`config.mk`:
```
export PLATFORM = sky130hd
export DESIGN_NAME = uart_tx_arbiter
export DESIGN_NICKNAME = d
export VERILOG_FILES = /design/src/rtl/uart_pkg.sv /design/src/rtl/uart_tx_arbiter_rr_picker.sv /design/src/rtl/uart_tx_arbiter.sv
export SDC_FILE = /design/constraint.sdc
export NUM_CORES = 1
export LEC_CHECK = 0
export BUFFER_PORTS_ARGS = -buffer_cell sky130_fd_sc_hd__clkbuf_2
export CORE_MARGIN = 1
export CORE_UTILIZATION = 51
export DETAILED_ROUTE_END_ITERATION = 10
export MAX_ROUTING_LAYER = met4
export PLACE_DENSITY = 0.79
export SYNTH_ARGS = -nofsm -noshare
export SYNTH_HDL_FRONTEND = slang
export SYNTH_SLANG_ARGS = --single-unit
```
`constraint.sdc`:
```
create_clock -name Clk -period 2.3 [get_ports Clk]
set_input_delay 0 -clock Clk [delete_from_list [all_inputs] [get_ports Clk]]
set_output_delay 0 -clock Clk [all_outputs]
set_load 0.005 [all_outputs]
```
`src/rtl/uart_pkg.sv`:
```
// uart_pkg: shared transmit-path state encoding and timing constants
package uart_pkg;
  typedef enum logic [2:0] {IDLE, SEND0, WAIT0, SEND1, WAIT1, DONE} txState_e;
  localparam int BAUD_TICKS_PER_BYTE = 52080;
  localparam int DEFAULT_TIMEOUT_CYC = 120000;
endpackage

```
`src/rtl/uart_tx_arbiter_rr_picker.sv`:
```
// rr_picker: first set req after rrPtr, wrapping modulo N_REQ; ports req/rrPtr in, valid/idx out
module rr_picker #(
  parameter int N_REQ = 4
) (
  input  logic [N_REQ-1:0] req,
  input  logic [2:0]       rrPtr,
  output logic             valid,
  output logic [2:0]       idx
);
  localparam int IW = $clog2(N_REQ);
  function automatic logic [IW-1:0] wrap(input int v);
    return IW'(v % N_REQ);
  endfunction
  always_comb begin
    valid = |req;
    idx = '0;
    for (int k = N_REQ; k >= 1; k--)
      if (req[wrap(int'(rrPtr) + k)]) idx = 3'(wrap(int'(rrPtr) + k));
  end
endmodule

```
`src/rtl/uart_tx_arbiter.sv`:
```
// uart_tx_arbiter: round-robin 2-byte frame arbiter for one UART_tx; req/req_cmd/req_data/ack/err to sources, TxEn/TxData/TxDone to UART_tx, busy/grant_id status
module uart_tx_arbiter
  import uart_pkg::*;
#(
  parameter int N_REQ       = 4,
  parameter int TIMEOUT_CYC = DEFAULT_TIMEOUT_CYC
) (
  input  logic               Clk,
  input  logic               Rst_n,
  input  logic [N_REQ-1:0]   req,
  input  logic [8*N_REQ-1:0] req_cmd,
  input  logic [8*N_REQ-1:0] req_data,
  output logic [N_REQ-1:0]   ack,
  output logic               err,
  input  logic               TxDone,
  output logic               TxEn,
  output logic [7:0]         TxData,
  output logic               busy,
  output logic [2:0]         grant_id
);
  localparam int TW = $clog2(TIMEOUT_CYC + 1);
  localparam logic [TW-1:0] T_LAST = TW'(TIMEOUT_CYC - 1);
  localparam logic [TW-1:0] T_MAX = TW'(TIMEOUT_CYC);
  txState_e state, stateNxt;
  logic [2:0] rrPtr, rrPtrNxt, pickIdx, grantNxt;
  logic pickValid, txEnNxt, errNxt, busyNxt, expired;
  logic [7:0] cmdLat, cmdNxt, dataLat, dataNxt, txDataNxt;
  logic [N_REQ-1:0] ackNxt;
  logic [TW-1:0] timer, timerNxt;
  rr_picker #(.N_REQ(N_REQ)) picker (
    .req(req),
    .rrPtr(rrPtr),
    .valid(pickValid),
    .idx(pickIdx)
  );
  always_comb begin
    stateNxt = state;
    txEnNxt = 1'b0;
    txDataNxt = TxData;
    errNxt = 1'b0;
    busyNxt = busy;
    grantNxt = grant_id;
    rrPtrNxt = rrPtr;
    cmdNxt = cmdLat;
    dataNxt = dataLat;
    timerNxt = timer == T_MAX ? timer : timer + 1'b1;
    expired = timer >= T_LAST;
    case (state)
      IDLE: if (pickValid) begin
        stateNxt = SEND0;
        busyNxt = 1'b1;
        grantNxt = pickIdx;
        rrPtrNxt = pickIdx;
        cmdNxt = 8'(req_cmd >> {pickIdx, 3'b000});
        dataNxt = 8'(req_data >> {pickIdx, 3'b000});
      end
      SEND0, SEND1: begin
        stateNxt = state == SEND0 ? WAIT0 : WAIT1;
        txEnNxt = 1'b1;
        txDataNxt = state == SEND0 ? cmdLat : dataLat;
        timerNxt = '0;
      end
      WAIT0, WAIT1: begin
        stateNxt = TxDone ? (state == WAIT0 ? SEND1 : DONE) : expired ? DONE : state;
        errNxt = !TxDone && expired;
      end
      default: stateNxt = IDLE;
    endcase
    ackNxt = stateNxt == DONE ? N_REQ'(1) << grant_id : '0;
    busyNxt = stateNxt == DONE ? 1'b0 : busyNxt;
  end
  always_ff @(posedge Clk) begin
    if (!Rst_n) begin
      state <= IDLE;
      TxEn <= 1'b0;
      TxData <= '0;
      ack <= '0;
      err <= 1'b0;
      busy <= 1'b0;
      grant_id <= '0;
      rrPtr <= 3'(N_REQ - 1);
      timer <= '0;
      cmdLat <= '0;
      dataLat <= '0;
    end else begin
      state <= stateNxt;
      TxEn <= txEnNxt;
      TxData <= txDataNxt;
      ack <= ackNxt;
      err <= errNxt;
      busy <= busyNxt;
      grant_id <= grantNxt;
      rrPtr <= rrPtrNxt;
      timer <= timerNxt;
      cmdLat <= cmdNxt;
      dataLat <= dataNxt;
    end
  end
endmodule

```
### Yosys cells after proc, flatten, opt, wreduce, memory -nomap -nowiden

Index checks and enable logic that the tools add are counted.
W data, S select, Z words.

| word-level totals | value |
|---|---|
| input bits | 71 |
| bits in registers | 55 |
| output and inout port bits | 18 |

| operators by class | value |
|---|---|
| magnitude comparators | 5 |
| mux-type cells | 20 |
| reductions and logical operators | 11 |
| $add $sub $neg | 5 |
| bitwise operators | 1 |
| equality and inequality tests | 6 |
| shift operators | 3 |

Operators by type and width:

| operator | number |
|---|---|
| $shr A32 B5 Y8 | 2 |
| $add A17 B1 Y17 const B | 1 |
| $eq A17 B17 Y1 const B | 1 |
| $ge A17 B17 Y1 const B | 1 |
| $mux W3 | 5 |
| $lt A2 B3 Y1 const B | 4 |
| $pmux W3 S3 | 1 |
| $bmux W1 S2 | 4 |
| $mux W2 | 4 |
| $mux W8 | 1 |
| $eq A3 B2 Y1 const B | 2 |
| $eq A3 B3 Y1 const B | 2 |
| $reduce_and A2 Y1 | 3 |
| $reduce_or A2 Y1 | 3 |
| $mux W1 | 5 |
| $add A2 B1 Y2 const B | 2 |
| $add A2 B2 Y2 const B | 2 |
| $reduce_or A4 Y1 | 1 |
| $shl A1 B2 Y4 const A | 1 |
| $eq A3 B1 Y1 const B | 1 |
| $logic_not A3 Y1 | 1 |
| $reduce_or A3 Y1 | 1 |
| $logic_and A1 B1 Y1 | 1 |
| $logic_not A1 Y1 | 1 |
| $not A1 Y1 | 1 |

### Logic depth before layout (Yosys ltp)

| logic depth | value |
|---|---|
| depth in word-level cells | 8 |
| mapped depth | 8 |

### Cells and area by module

A second synthesis with hierarchy kept.

| second synthesis, totals | value |
|---|---|
| cell total of the unflattened synthesis | 287 |
| area, all modules | 2955.3 um^2 |

Modules (own cells, without submodules):

| module | times used | cells an instance | area each (um^2) | sequential area each (um^2) |
|---|---|---|---|---|
| uart_tx_arbiter | 1 | 271 | 2857.7 | 1121.1 |
| rr_picker | 1 | 16 | 97.6 | 0.0 |

### Worst setup path after synthesis

Ideal clock, no wire load.

| timing | value |
|---|---|
| path kind | reg-to-reg |
| from | reg timer[11] |
| to | reg busy |
| data arrival time | 1.732 ns |
| clock period less this slack | 1.854 ns |
| data required time | 2.178 ns |
| slack | 0.446 ns |
| setup time | 0.122 ns |
| stages on the path, launching flop included | 6 |
| path through | dfxtp_1 > nand4bb_1 > or4_4 > o32ai_2 > nor2_1 > o311a_1 |

| between the ends | value |
|---|---|
| word-level cells in the longest chain between the ends | 6 |

Ends and longest elaborated chain:

| what | RTL line | RTL |
|---|---|---|
| from (decl) | uart_tx_arbiter.sv:29 | `logic [TW-1:0] timer, timerNxt;` |
| from (signal assigned) | uart_tx_arbiter.sv:94 | `timer <= timerNxt;` |
| $ge A17 B17 Y1 | uart_tx_arbiter.sv:47 | `expired = timer >= T_LAST;` |
| $mux W3 (2 in series) | uart_tx_arbiter.sv:64 | `stateNxt = TxDone ? (state == WAIT0 ? SEND1 : DONE) : expired ? DONE : state;` |
| $pmux W3 S3 | uart_tx_arbiter.sv:48 | `case (state)` |
| $eq A3 B3 Y1 | uart_tx_arbiter.sv:70 | `busyNxt = stateNxt == DONE ? 1'b0 : busyNxt;` |
| $reduce_or A2 Y1 (no line) | - |  |
| to (signal assigned) | uart_tx_arbiter.sv:91 | `busy <= busyNxt;` |
| to (decl) | uart_tx_arbiter.sv:18 | `output logic busy,` |

Every way passes these cells.
A chain may end at the register's enable or synchronous reset.

### Worst setup path in the final report

Ends and elaborated chain as after synthesis.

==> metrics.md <==
| Metric | Value |
|---|---|
| Minimum clock period | ~2.1 ns |
| Worst Path Class, Setup | reg -> reg |
| Setup TNS | 0 ns |
| Final net count | 484 |
| CTS Root Cell | clkbuf_8 |
| Number of flops mapped to enable cells by yosys | 0 |
| Worst-margin pin slew | 0.973 ns |
| Overall power | around 2.5 mW |
| Fmax | 485 MHz |
| Critical path capture point type | flop |
| MaxCap Viol Count | 0 |
| Outcome | finished, final reports clean |
| RR Startpoint | timer[11] |
| First-pass GRT wire length | about 11 mm |
| Reg2Reg Depth | 5 |
| Hold Vio Cnt, Final | 0 |
| GRT overflow | 0 |
| Syn Nets | 404 |
| Dominant cell type by area after synthesis | dfxtp_1 |
| Synth cell types | 46 |
| Largest net degree at the start of global routing | 34 |
| CP Max Fanout | 7 |
| Post-synth top flop | dfxtp_1 |
| Pleak | 1.43 nW |
| Commonest cells after routing, fill and taps aside | 87 x clkbuf_2, 55 x dfxtp_1, 43 x mux2i_1 |
| Worst slew margin | 35.1% |
| Post-CTS Setup Inserts | 0 |
| Layout cells sized above 1 | between 30% and 40% |
| Arrival @ worst endpoint | 2.26 ns |
| Final Cycle Share | ~90% |
| RSZ-0062 raised after global routing | false |
| Worst-Skew Late Latency | around 0.30 ns |
| Die width | 77.8 um |
| Initial Util | 53.2% |
| Total CTS buffers | 5 |
| DRT Pass-1 Iters | 4 |
| Top post-synthesis cells by area | dfxtp_1 38%, mux2i_1 15%, mux2_2 6.2%, nor2_1 4.6%, nand3_1 4.4% |
| Slack of the critical path | 0.237 ns |
| H-Tree Depth | 2 |
| Core area | 5510 um2 |
| PwrDens | ~700 nW/um2 |
| Number of I/O port buffers | 87 |
| DP Wirelength | 4.70 mm |
| GR met1 Demand/Resource | about a quarter |
| Clk slew on worst S/H paths | 0.10 ns |
| Vias/cell | 5.39 |
| CP required | between 2 and 3 ns |
| GRT Total Usage | 22.2% |
| Final slew viol count | 0 |
| Vias in the first global route | 2504 |
| Start point of the critical path | timer[11] |
| Clock tree from TritonCTS | built |
| Critical Path End | busy |
| R2R Setup Slk | between 0.2 and 0.25 ns |
| Ys async rst share | 0% |
| M2 GR Usage | 38.9% |
| Commonest non-fill, non-tap cell in the layout | clkbuf_2 |
| Critical Path Start Type | flop |
| Peak supply drop | 0.388 mV |
| RD Place Congestion | 0.866 |
| Number of synthesis warnings | 0 |
| Met3 usage | 4.82% |
| Io pins | slightly below 90 |
| Clk sinks | 55 |
| Antenna Diode Count | 0 |
| DRC | 0 |
| Clk buf depth | 2 |
| DP Worst Slack | about 0.26 ns |
| Die Height | around 78 um |
| DR iter-0 viols | 79 |
| Via count | 2609 |
| Synthesized instance count | 331 |
| Sequential share of the synthesized area | 37.6% |
| Routed WL | 6.22 mm |
| Mapped Avg Cell Area | 8.85 um2 |
| GRT busiest layer | met2 |
| Antenna Violating Nets Remaining | 0 |
| Die area | 6050 um2 |
| WL/cell | 12.9 um |
| FF+latch count, synth | between 50 and 60 |
| Antenna violations before repair | 0 |
| Post-synth top area share | a little under two fifths |
| Cell Area, Synth | approximately 3000 um2 |
| Synth-to-layout area growth | 19.8% |
| R2R Path End | busy |
| Std-Cell Rows | 27 |
| Setup-failing EPs final | 0 |
| HP Class | in -> reg |
| Fin Clk Skew | 0.00486 ns |
-- area by class of cell --
class,count,area (um2)
clock buffers,5,68.8
clock inverters,3,20.0
fillers,464,2000
inverters,9,33.8
multi-input cells,246,1700
flip-flops and latches,55,1100
well taps,72,90.1
repair buffers,94,490
-- per-stage QoR --
stage	instance area (um2)	instances	hold WS (ns)	util, %
floorplan	2930	331	0.0785	-
global placement	3410	475	0.276	61.9
detailed placement	3410	475	0.279	61.9
CTS	3510	484	0.125	63.7
global route	3510	484	0.147	63.7
finish	3510	484	0.132	63.7
-- Yosys cell counts (4+ instances only) --
library cell and count:
clkbuf_1 13, a211oi_1 13, nor2b_1 8, xor2_1 7, nand2_1 13, nor2_1 36
o21ai_0 26, nor3_1 4, dfxtp_1 55, xnor2_1 5, buf_2 6, a21oi_1 7
inv_1 9, nand3_1 26, mux2_2 16, mux2i_1 43, nand4_1 5
-- how the worst min path moves through the flow --
stage           startpoint  slack [ns]          to  depth (start not counted)
2_1_floorplan       TxDone        0.08         err                          1
3_3_place_gp        TxDone        0.28         err                          2
3_5_place_dp        TxDone        0.28         err                          2
4_1_cts        req_data[1]        0.12  dataLat[1]                          4
5_1_grt        req_data[6]        0.15  dataLat[6]                          4
6_report       req_cmd[10]        0.13   cmdLat[2]                          4
-- power by group --
group          internal, mW  switching, mW  leakage, nW
clock network         0.213          0.315       0.0402
registers              1.08         0.0886        0.450
logic                 0.374          0.390        0.944
total                  1.66          0.794         1.43
-- routing by layer --
metal / vias to the layer above / part of all wire (%)
met5: - / 0
li1: 1346 / -
met4: 0 / 0.98
met3: 4 / 6.1
met2: 93 / 50
met1: 1166 / 43
-- critical path, cell delays in order, from the launching register on --
cell and delay [ns]:
dfxtp_1 0.37, nand4bb_1 0.23, or4_4 0.52, o32ai_2 0.33, nor2_1 0.16, o311a_1 0.35
-- logic make-up (layout without fill, tap and decap cells) --
| group | count (synthesis) | after routing | synth area share, % |
|---|---|---|---|
| and+or+nand+nor | 114 | 114 | 19.7 |
| muxes | 59 | 59 | 20.9 |
| AOI/OAI and AO/OA | 58 | 58 | 13.0 |
| DFF | 55 | 55 | 37.6 |
| buffers and inverters | 30 | 111 | 4.23 |
| xor gates and xnor gates | 12 | 12 | 3.59 |
| adders and majority gates | 2 | 2 | 0.855 |
| other | 1 | 1 | 0.128 |
-- state kept, by name, summed over array words and instances (netlist names) --
register,cells
state,3
ack,4
TxData,8
timer,17
TxEn,1
dataLat,8
rrPtr,2
grant_id,2
err,1
cmdLat,8
busy,1
-- repair_timing --
item                       4_1_cts  5_1_grt
hold endpoints to repair         2        0
hold buffers                     1        0
gates resized for setup          0        0
setup endpoints to repair        0        0
No activity file was read; power rests on OpenSTA's default activity.
